==> src/rtl/mips_isa_pkg.sv <==
// rtl/mips_isa_pkg.sv - shared MIPS ISA constants, instruction ids and encoder state type
//
// Purpose: one source for the opcode/funct map. It is used by the instruction
// encoder and by the control unit. It also holds the symbolic instruction-id
// enumeration carried on in_op, and the encoder FSM state type.
// Ports: none (package).
package mips_isa_pkg;

    // Primary opcodes (instr[31:26])
    localparam logic [5:0] OPC_RTYPE = 6'b000000;
    localparam logic [5:0] OPC_ADDI  = 6'b001000;
    localparam logic [5:0] OPC_ANDI  = 6'b001100;
    localparam logic [5:0] OPC_ORI   = 6'b001101;
    localparam logic [5:0] OPC_SLTI  = 6'b001010;
    localparam logic [5:0] OPC_LW    = 6'b100011;
    localparam logic [5:0] OPC_SW    = 6'b101011;
    localparam logic [5:0] OPC_BEQ   = 6'b000100;
    localparam logic [5:0] OPC_BNE   = 6'b000101;
    localparam logic [5:0] OPC_J     = 6'b000010;

    // R-type function codes (instr[5:0])
    localparam logic [5:0] FUNCT_ADD = 6'b100000;
    localparam logic [5:0] FUNCT_SUB = 6'b100010;
    localparam logic [5:0] FUNCT_AND = 6'b100100;
    localparam logic [5:0] FUNCT_OR  = 6'b100101;
    localparam logic [5:0] FUNCT_SLT = 6'b101010;
    localparam logic [5:0] FUNCT_XOR = 6'b100110;
    localparam logic [5:0] FUNCT_SLL = 6'b000000;
    localparam logic [5:0] FUNCT_SRL = 6'b000010;
    localparam logic [5:0] FUNCT_MUL = 6'b101100;

    // Symbolic instruction ids on in_op. Values 18..31 are illegal.
    typedef enum logic [4:0] {
        OP_ADD  = 5'd0,
        OP_SUB  = 5'd1,
        OP_AND  = 5'd2,
        OP_OR   = 5'd3,
        OP_SLT  = 5'd4,
        OP_XOR  = 5'd5,
        OP_SLL  = 5'd6,
        OP_SRL  = 5'd7,
        OP_MUL  = 5'd8,
        OP_ADDI = 5'd9,
        OP_ANDI = 5'd10,
        OP_ORI  = 5'd11,
        OP_SLTI = 5'd12,
        OP_LW   = 5'd13,
        OP_SW   = 5'd14,
        OP_BEQ  = 5'd15,
        OP_BNE  = 5'd16,
        OP_J    = 5'd17
    } op_e;

    typedef enum logic [1:0] {
        ST_IDLE  = 2'd0,
        ST_LOAD  = 2'd1,
        ST_FLUSH = 2'd2,
        ST_DONE  = 2'd3
    } state_e;

endpackage

==> src/rtl/mips_instr_pack.sv <==
// rtl/mips_instr_pack.sv - combinational packer from symbolic fields to a 32-bit MIPS word
//
// Purpose: map an instruction id plus its register, shift, immediate and target
// fields onto the machine encoding. Flag ids that have no encoding as illegal.
// Ports:
//   op      in  5   instruction id (mips_isa_pkg::op_e values)
//   rs..shamt in 5  register / shift-amount fields
//   imm     in  16  immediate or branch offset
//   target  in  26  jump target
//   word    out 32  encoded instruction (0 when illegal)
//   illegal out 1   op has no encoding
module mips_instr_pack
    import mips_isa_pkg::*;
(
    input  logic [4:0]  op,
    input  logic [4:0]  rs,
    input  logic [4:0]  rt,
    input  logic [4:0]  rd,
    input  logic [4:0]  shamt,
    input  logic [15:0] imm,
    input  logic [25:0] target,
    output logic [31:0] word,
    output logic        illegal
);

    logic       is_r;
    logic       is_shift;
    logic       is_i;
    logic       is_j;
    logic [5:0] funct;
    logic [5:0] opc;

    always_comb begin
        is_r     = 1'b0;
        is_shift = 1'b0;
        is_i     = 1'b0;
        is_j     = 1'b0;
        funct    = 6'b000000;
        opc      = OPC_RTYPE;
        illegal  = 1'b0;
        case (op)
            OP_ADD:  begin is_r = 1'b1; funct = FUNCT_ADD; end
            OP_SUB:  begin is_r = 1'b1; funct = FUNCT_SUB; end
            OP_AND:  begin is_r = 1'b1; funct = FUNCT_AND; end
            OP_OR:   begin is_r = 1'b1; funct = FUNCT_OR;  end
            OP_SLT:  begin is_r = 1'b1; funct = FUNCT_SLT; end
            OP_XOR:  begin is_r = 1'b1; funct = FUNCT_XOR; end
            OP_SLL:  begin is_r = 1'b1; is_shift = 1'b1; funct = FUNCT_SLL; end
            OP_SRL:  begin is_r = 1'b1; is_shift = 1'b1; funct = FUNCT_SRL; end
            OP_MUL:  begin is_r = 1'b1; funct = FUNCT_MUL; end
            OP_ADDI: begin is_i = 1'b1; opc = OPC_ADDI; end
            OP_ANDI: begin is_i = 1'b1; opc = OPC_ANDI; end
            OP_ORI:  begin is_i = 1'b1; opc = OPC_ORI;  end
            OP_SLTI: begin is_i = 1'b1; opc = OPC_SLTI; end
            OP_LW:   begin is_i = 1'b1; opc = OPC_LW;   end
            OP_SW:   begin is_i = 1'b1; opc = OPC_SW;   end
            OP_BEQ:  begin is_i = 1'b1; opc = OPC_BEQ;  end
            OP_BNE:  begin is_i = 1'b1; opc = OPC_BNE;  end
            OP_J:    begin is_j = 1'b1; end
            default: illegal = 1'b1;
        endcase
    end

    // Shifts take their operand from rt, so rs is zeroed. All other R ops zero shamt.
    always_comb begin
        word = 32'h0000_0000;
        if (is_r) begin
            word = {OPC_RTYPE, (is_shift ? 5'd0 : rs), rt, rd,
                    (is_shift ? shamt : 5'd0), funct};
        end else if (is_i) begin
            word = {opc, rs, rt, imm};
        end else if (is_j) begin
            word = {OPC_J, target};
        end
    end

endmodule

==> src/rtl/mips_instr_encoder.sv <==
// rtl/mips_instr_encoder.sv - streaming instruction encoder and instruction-memory loader
//
// Purpose: accept symbolic instruction fields over a valid/ready stream. Encode
// each one and write the words to consecutive instruction-memory addresses,
// starting at base_addr. A single output register holds the pending write.
// Ports:
//   clk, rst_n            clock, asynchronous active-low reset
//   start, base_addr      begin a session at base_addr (IDLE only)
//   in_valid/in_ready     field handshake; in_op, in_rs, in_rt, in_rd, in_shamt,
//                         in_imm, in_target are the fields; in_last ends the program
//   imem_we/imem_addr/imem_wdata/imem_ready   memory write port
//   busy, done, err, word_count              session status
module mips_instr_encoder
    import mips_isa_pkg::*;
#(
    parameter int ADDR_W = 8
) (
    input  logic              clk,
    input  logic              rst_n,
    input  logic              start,
    input  logic [ADDR_W-1:0] base_addr,
    input  logic              in_valid,
    output logic              in_ready,
    input  logic [4:0]        in_op,
    input  logic [4:0]        in_rs,
    input  logic [4:0]        in_rt,
    input  logic [4:0]        in_rd,
    input  logic [4:0]        in_shamt,
    input  logic [15:0]       in_imm,
    input  logic [25:0]       in_target,
    input  logic              in_last,
    output logic              imem_we,
    output logic [ADDR_W-1:0] imem_addr,
    output logic [31:0]       imem_wdata,
    input  logic              imem_ready,
    output logic              busy,
    output logic              done,
    output logic              err,
    output logic [ADDR_W:0]   word_count
);

    localparam logic [ADDR_W-1:0] ADDR_MAX = '1;
    localparam logic [ADDR_W-1:0] ADDR_ONE = {{(ADDR_W-1){1'b0}}, 1'b1};
    localparam logic [ADDR_W:0]   CNT_ONE  = {{ADDR_W{1'b0}}, 1'b1};

    state_e            state_q, state_d;
    logic [ADDR_W-1:0] addr_q, addr_d;
    logic [ADDR_W:0]   count_q, count_d;
    logic              we_q, we_d;
    logic [31:0]       wdata_q, wdata_d;
    logic              err_q, err_d;
    // Set once the write at ADDR_MAX has completed. The address then stays pinned.
    logic              ovf_q, ovf_d;

    logic [31:0] pack_word;
    logic        pack_illegal;
    logic        accept;
    logic        drain;
    logic        at_max;

    mips_instr_pack u_pack (
        .op      (in_op),
        .rs      (in_rs),
        .rt      (in_rt),
        .rd      (in_rd),
        .shamt   (in_shamt),
        .imm     (in_imm),
        .target  (in_target),
        .word    (pack_word),
        .illegal (pack_illegal)
    );

    // State and datapath registers
    always_ff @(posedge clk or negedge rst_n) begin
        if (!rst_n) begin
            state_q <= ST_IDLE;
            addr_q  <= '0;
            count_q <= '0;
            we_q    <= 1'b0;
            wdata_q <= 32'h0000_0000;
            err_q   <= 1'b0;
            ovf_q   <= 1'b0;
        end else begin
            state_q <= state_d;
            addr_q  <= addr_d;
            count_q <= count_d;
            we_q    <= we_d;
            wdata_q <= wdata_d;
            err_q   <= err_d;
            ovf_q   <= ovf_d;
        end
    end

    // Next-state logic
    always_comb begin
        state_d = state_q;
        case (state_q)
            ST_IDLE:  if (start) state_d = ST_LOAD;
            ST_LOAD:  if (accept && in_last) state_d = ST_FLUSH;
            ST_FLUSH: if (!we_q || imem_ready) state_d = ST_DONE;
            ST_DONE:  state_d = ST_IDLE;
            default:  state_d = ST_IDLE;
        endcase
    end

    // FSM outputs
    always_comb begin
        in_ready = (state_q == ST_LOAD) && (!we_q || imem_ready);
        busy     = (state_q == ST_LOAD) || (state_q == ST_FLUSH);
        done     = (state_q == ST_DONE);
    end

    assign accept = in_valid && in_ready;
    assign drain  = we_q && imem_ready;
    assign at_max = (addr_q == ADDR_MAX);

    // Address, counter and output register. A drain and an accept in the same
    // cycle replace the word with no bubble. The new word goes to the advanced address.
    always_comb begin
        addr_d  = addr_q;
        count_d = count_q;
        we_d    = we_q;
        wdata_d = wdata_q;
        err_d   = err_q;
        ovf_d   = ovf_q;
        if (state_q == ST_IDLE) begin
            if (start) begin
                addr_d  = base_addr;
                count_d = '0;
                err_d   = 1'b0;
                ovf_d   = 1'b0;
                we_d    = 1'b0;
            end
        end else begin
            if (drain) begin
                we_d    = 1'b0;
                count_d = count_q + CNT_ONE;
                if (at_max) ovf_d  = 1'b1;
                else        addr_d = addr_q + ADDR_ONE;
            end
            if (accept) begin
                // Drop the word if it is illegal or if no address remains after ADDR_MAX.
                if (pack_illegal || ovf_q || (drain && at_max)) begin
                    err_d = 1'b1;
                end else begin
                    we_d    = 1'b1;
                    wdata_d = pack_word;
                end
            end
        end
    end

    assign imem_we    = we_q;
    assign imem_addr  = addr_q;
    assign imem_wdata = wdata_q;
    assign err        = err_q;
    assign word_count = count_q;

endmodule
==> config.mk <==
export PLATFORM = sky130hd
export DESIGN_NAME = mips_instr_encoder
export DESIGN_NICKNAME = d
export VERILOG_FILES = /design/src/rtl/mips_isa_pkg.sv /design/src/rtl/mips_instr_pack.sv /design/src/rtl/mips_instr_encoder.sv
export SDC_FILE = /design/constraint.sdc
export NUM_CORES = 1
export LEC_CHECK = 0
export ABC_AREA = 1
export BUFFER_PORTS_ARGS = -buffer_cell sky130_fd_sc_hd__buf_2
export CAP_MARGIN = 20
export CORE_MARGIN = 2
export CORE_UTILIZATION = 42
export CTS_CLUSTER_DIAMETER = 80
export DETAILED_ROUTE_END_ITERATION = 8
export GPL_ROUTABILITY_DRIVEN = 1
export PLACE_DENSITY = 0.71
export SYNTH_ARGS = -nofsm -noshare
export SYNTH_HDL_FRONTEND = slang
export SYNTH_SLANG_ARGS = --single-unit
==> constraint.sdc <==
create_clock -name clk -period 2.53 [get_ports clk]
set_input_delay 0.1265 -clock clk [delete_from_list [all_inputs] [get_ports clk]]
set_output_delay 0.1265 -clock clk [all_outputs]
set_load 0.005 [all_outputs]
==> results of run 1 <==
-- flip-flops by register name, summed over array words and instances, names as in the netlist --
signal,flops
word_count,9
imem_we,1
state_q,2
imem_wdata,31
imem_addr,8
err,1
ovf_q,1
-- layout by cell type, fill, tap and decap left out, types with 7 or more instances in the layout --
master   netlist  layout
nand2_2       12      12
inv_1         26      26
nor2_1        19      19
buf_2          6     133
nand2_1      208     208
nor3_1        13      13
dfrtp_1       53      53
nand3_1       32      32
inv_2          7       7
o21ai_0       18      18
-- per-layer routing --
| layer | global-route usage | part of all wire | wire length, um |
|---|---|---|---|
| met5 | 0 | 0 | 0 |
| met4 | 0.0498 | 0.0026 | 22 |
| met3 | 0.0518 | 0.084 | 707 |
| met2 | 0.349 | 0.48 | 4030 |
| met1 | 0.268 | 0.44 | 3670 |
-- critical path, cell delays in order, from the launching register on --
cell and delay [ns]:
dfrtp_1 0.42, inv_1 0.11, ha_1 0.32, inv_2 0.18
nand2_1 0.11, nand2_2 0.10, inv_1 0.17, nand2_1 0.08
nand2_1 0.28, inv_1 0.17, nand2_1 0.09, nand2_1 0.05
-- power breakdown --
group	internal (W)	total, W	leakage [nW]	switching (W)
sequential	0.00116	0.00143	0.701	0.000267
clock	0.000223	0.000512	0.0512	0.000290
combinational	0.000617	0.00144	1.57	0.000819
-- kinds of logic after synthesis --
family	synth area share
AND/OR/NAND/NOR	0.399
flip-flops	0.408
buffers and inverters	0.0773
AO/OA/AOI/OAI	0.0758
XOR/XNOR	0.0162
adder cells (fa/ha/maj)	0.0231
other	0.00115
-- cell type report --
type	count	area, sq um	area share
clock buffers	6	82.6	0.0204
clock inverters	2	13.8	0.00340
inverters	33	124	0.0306
multi-input cells	355	1670	0.413
flip-flops and latches	53	1330	0.327
well taps	102	128	0.0315
repair buffers	138	706	0.174
-- final timing paths --
path / start / to / slack (ns) / depth (start not counted)
worst max-delay path: state_q[1] / imem_addr[2] / 0.34 / 11
worst min-delay path: base_addr[6] / imem_addr[6] / 0.04 / 3
worst max register to register: state_q[1] / imem_addr[2] / 0.34 / 11
worst min register to register: imem_wdata[14] / imem_wdata[14] / 0.49 / 2
max in group asynchronous: rst_n / imem_wdata[21] / 1.86 / 3
min in group asynchronous: rst_n / imem_addr[7] / 0.33 / 3
-- stage by stage --
| step | hold slack (ns) | total power [W] | instances | area, sq um | util |
|---|---|---|---|---|---|
| after floorplan | -0.169 | 0.00230 | 459 | 3250 | - |
| after global placement | 0.131 | 0.00284 | 680 | 3950 | 0.519 |
| after detailed placement | 0.140 | 0.00289 | 680 | 3950 | 0.519 |
| after CTS | 0.0362 | 0.00341 | 689 | 4050 | 0.533 |
| after global routing | 0.0493 | 0.00370 | 689 | 4050 | 0.533 |
| final | 0.0432 | 0.00337 | 689 | 4050 | 0.533 |
==> flow_summary_export.csv, run 1 <==
group,metric,value,unit
logic_synthesis,syn_nets,546,
logic_synthesis,synth_top_area_cell,"dfrtp_1",
final_layout,nets,673,
timing,finalCritPeriodShare,0.867,
logic_synthesis,synth_cells,459,
final_layout,fillerInstances,777,
floorplan,die_w,92.0,um
hold_path,hold_path.class,"in -> reg",
final_layout,layout-drive-gt1-share,0.295,
timing,fmax,456,MHz
grt,grt_pass1_vias,3051,
floorplan,rows,32,
grt,grt_max_degree,31,
floorplan,io_pins,135,
placed_design,dpl.hpwl,6.61,mm
clocking,postCtsSetupBuffers,0,
routing,num_vias,3343,
timing,fin_tns_setup,0,ns
logic_synthesis,ys_types,34,
setup_path,crit_path_max_fanout,14,
timing,maxSlewViolCount,0,
logic_synthesis,synth.cell_area,3250,sq um
final_layout,syn2layout_area_growth,24.7,%
timing,rsz0062_at_grt,"no",
logic_synthesis,yosysMostFrequentCell,"nand2_1",
setup_path,cp_data_required_time,2.73,ns
placed_design,gp_congestion,0.880,
floorplan,start_util,0.427,
clocking,hold_buffers,1,
clocking,cts_resized,0,
routing,drt_first_pass_iters,4,
logic_synthesis,yosys_warnings,0,
logic_synthesis,synthArstFlopShare,1.00,
placed_design,portBuffers,133,
logic_synthesis,ys_top_cells_by_count,"nand2_1 (208), dfrtp_1 (53), nand3_1 (32)",
clocking,clockRootBuffer,"clkbuf_8",
routing,initialDrtViolationCount,98,
logic_synthesis,synth_top_area_frac,0.408,
clocking,cts_tree,"built",
routing,avgRoutedWirePerCell,12.2,um
grt,grt_overflow_total,0,
final_layout,num_antenna_cells,0,
floorplan,die_area,8460,sq um
timing,timing.final.ws_setup,0.336,ns
routing,wl,8.43,mm
power,p_per_area,832,nW/um^2
grt,grt_antenna_before_repair,0,
power,ir_worst_vdd,0.310,mV
placed_design,pre_cts_slack,0.347,ns
routing,drc_errors,0,
logic_synthesis,synth_seq_cells,53,
floorplan,die_h,92.0,um
setup_path,start_kind,"flip-flop",
setup_path,crit_type,"reg -> reg",
timing,hold_violations,0,
run_status,outcome,"complete, no violations",
grt,grt_first_pass_wirelength,14.2,mm
floorplan,core_area,7610,sq um
logic_synthesis,seq_area_frac_synth,0.408,
setup_path,critPathArrivalTime,2.39,ns
logic_synthesis,netlist_top_cells_area,"dfrtp_1 (41%), nand2_1 (24%), nand3_1 (4.9%), inv_1 (3.0%), o21ai_0 (2.8%)",
power,p_leak,2.32,nW
logic_synthesis,synth_edf_count,0,
setup_path,crit_path_end_kind,"flip-flop",
run,cap_violations,0,
timing,fin_skew,0.00740,ns
routing,ant_nets,0,
clocking,clk_latency,0.31,ns
logic_synthesis,ys.flop_type,"dfrtp_1",
clocking,cts.sinks,53,
logic_synthesis,synth_area_per_cell,7.08,sq um
routing,vias_per_cell,4.85,
clocking,cts_buffers,5,
timing,setup_viol,0,
grt,grt_usage,0.207,
clocking,cts_buffer_depth,2,
clocking,cts_max_level,2,
clocking,cts.clk_slew.worst_paths,0.10,ns
timing,min_period,2.19,ns
Power figures use the tool's default switching activity.
==> run 2: changes to the inputs <==
Settings changed: CORE_ASPECT_RATIO set to 0.9, CORE_UTILIZATION 42 to 52, PLACE_DENSITY 0.71 to 0.86.
==> flow_summary_export.csv, run 2 (same netlist as run 1, synthesis figures left out) <==
group,metric,value,unit
run_status,outcome,"complete, no violations",
final_layout,largest_reg_flops,31,
setup_path,crit_path_max_fanout,16,
timing,fmax,476,MHz
timing,slew_headroom,0.582,
floorplan,die_w,87.4,um
timing,fin_tns_setup,0,ns
floorplan,rows,27,
timing,maxSlewViolCount,0,
floorplan,io_pins,135,
timing,worst_slew_pin_slew,0.627,ns
hold_path,holdPathStages,3,
clocking,cts.clk_slew.worst_paths,0.10,ns
power,p_per_area,854,nW/um^2
placed_design,dpl.hpwl,6.89,mm
routing,wl,8.91,mm
routing,initialDrtViolationCount,182,
clocking,cts_buffer_depth,2,
setup_path,worstPathCellList,"inv_1, ha_1, buf_4, nand2_1, nand2_2, inv_1, nand2_1, nand2_1, inv_1, nand2_1, nand2_1",
final_layout,layout_commonest_cell,"nand2_1",
final_layout,num_antenna_cells,0,
clocking,clk_latency,0.32,ns
run,cap_violations,0,
clocking,cts_max_level,2,
final_layout,nets,674,
setup_path,worstReg2RegStart,"state_q[0]",
routing,drt_first_pass_iters,4,
power,p_comb_frac,0.426,
setup_path,r2r_end,"imem_addr[2]",
timing,fin_skew,0.00937,ns
floorplan,core_area,6080,sq um
hold_path,hold-path-endpoint,"imem_addr[6]",
timing,finalCritPeriodShare,0.831,
power,seqPwrFrac,0.418,
setup_path,cp.buffers_inverters,4,
timing,setup_viol,0,
final_layout,syn2layout_area_growth,23.9,%
clocking,cts_buffers,5,
placed_design,dp_cells,651,
setup_path,crit_path_end_kind,"flip-flop",
setup_path,r2r_cells,11,
power,p_clk_frac,0.156,
routing,ant_nets,0,
routing,vias_per_cell,5.23,
timing,hold_violations,0,
setup_path,cp_slowest_cell,"dfrtp_1",
setup_path,cp_slowest_stage_delay,0.40,ns
routing,num_vias,3452,
clocking,cts_tree,"built",
clocking,clockRootBuffer,"clkbuf_8",
hold_path,hold_path.class,"in -> reg",
floorplan,die_area,6900,sq um
setup_path,cp_data_required_time,2.73,ns
power,p_sw,0.00141,W
grt,grt_max_degree,28,
grt,grt_overflow_total,0,
routing,drc_errors,0,
final_layout,instances_no_fill,660,
floorplan,start_util,0.535,
setup_path,start_kind,"flip-flop",
hold_path,min_from,"base_addr[6]",
power,ir_worst_vdd,0.311,mV
grt,grt_usage,0.263,
grt,grt_first_pass_wirelength,14.4,mm
setup_path,critPathArrivalTime,2.31,ns
grt,grt_antenna_before_repair,0,
clocking,cts.sinks,53,
grt,grt_pass1_vias,3194,
power,p_int,0.00203,W
floorplan,die_h,79.0,um
routing,avgRoutedWirePerCell,13.5,um
placed_design,portBuffers,133,
final_layout,layout_common_cells,"nand2_1 (208), buf_2 (133), dfrtp_1 (53)",
setup_path,crit_family,"simple AND/OR/NAND/NOR gates",
placed_design,gp_congestion,0.918,
timing,min_period,2.10,ns
setup_path,r2r_slack,0.43,ns
timing,rsz0062_at_grt,"no",
final_layout,layout-drive-gt1-share,0.296,
power,netSwitchingFraction,0.411,
setup_path,cpMostUsedCell,"nand2_1",
power,p_leak,2.32,nW
setup_path,crit_type,"reg -> reg",
-- run 2: cell count changes in the layout (fill, tap and decap cells not counted), sizes merged --
cell and delta:
clkbuf +1, buf +1, clkinv -1
-- run 2: how the worst max path moves through the flow --
stage | start | end | slack [ns] | cells after the start
final | state_q[0] | imem_addr[2] | 0.43 | 11
after global placement | state_q[0] | imem_addr[7] | 0.60 | 11
after global routing | state_q[0] | imem_addr[2] | 0.25 | 11
after floorplan | state_q[0] | imem_addr[2] | 0.89 | 12
after CTS | state_q[0] | imem_addr[2] | 0.44 | 11
after detailed placement | state_q[0] | imem_addr[2] | 0.47 | 11
-- run 2: area by class of cell --
| class | instances | area, sq um |
|---|---|---|
| Clock buffer | 7 | 96.3 |
| Clock inverter | 1 | 5.00 |
| Fill cell | 537 | 2050 |
| Inverter | 33 | 124 |
| Multi-Input combinational cell | 355 | 1670 |
| Sequential cell | 53 | 1330 |
| Tap cell | 72 | 90.1 |
| Timing Repair Buffer | 139 | 713 |
-- run 2: repair_timing --
action                    in CTS  in global routing
gates resized for setup        0                  0
hold endpoints to repair      25                  0
hold buffers                   1                  0
buffers inserted               0                  0
-- run 2: worst min-delay path, cell delays in order --
cell and delay [ns]:
buf_2 0.08, o211ai_1 0.08, nand2_1 0.06
-- run 2: power groups by stage --
stage               Sequential (W)  Combinational [W]  Clock (W)
finish                     0.00144            0.00147   0.000537
global placement           0.00143            0.00140          0
CTS                        0.00143            0.00148   0.000542
global route               0.00147            0.00167   0.000577
floorplan                  0.00142           0.000871          0
detailed placement         0.00144            0.00147          0
-- run 2: per-stage QoR --
step / cell area, sq um / hold slack (ns) / util / worst slack [ns] / total power, W
3_3_place_gp: 3920 / 0.169 / 0.644 / 0.603 / 0.00284
3_5_place_dp: 3920 / 0.177 / 0.644 / 0.465 / 0.00292
5_1_grt: 4030 / 0.0589 / 0.663 / 0.248 / 0.00372
6_report: 4030 / 0.0561 / 0.663 / 0.429 / 0.00344
2_1_floorplan: 3250 / -0.169 / - / 0.890 / 0.00230
4_1_cts: 4030 / 0.0476 / 0.663 / 0.444 / 0.00345
-- run 2: routing by layer --
layer | up-vias | GRT usage | wire, um | share of wire
li1 | 1710 | - | - | -
met1 | 1587 | 0.341 | 3740 | 0.42
met2 | 147 | 0.452 | 4330 | 0.49
met3 | 8 | 0.0468 | 732 | 0.082
met4 | 0 | 0.0662 | 97 | 0.011
met5 | - | 0 | 0 | 0
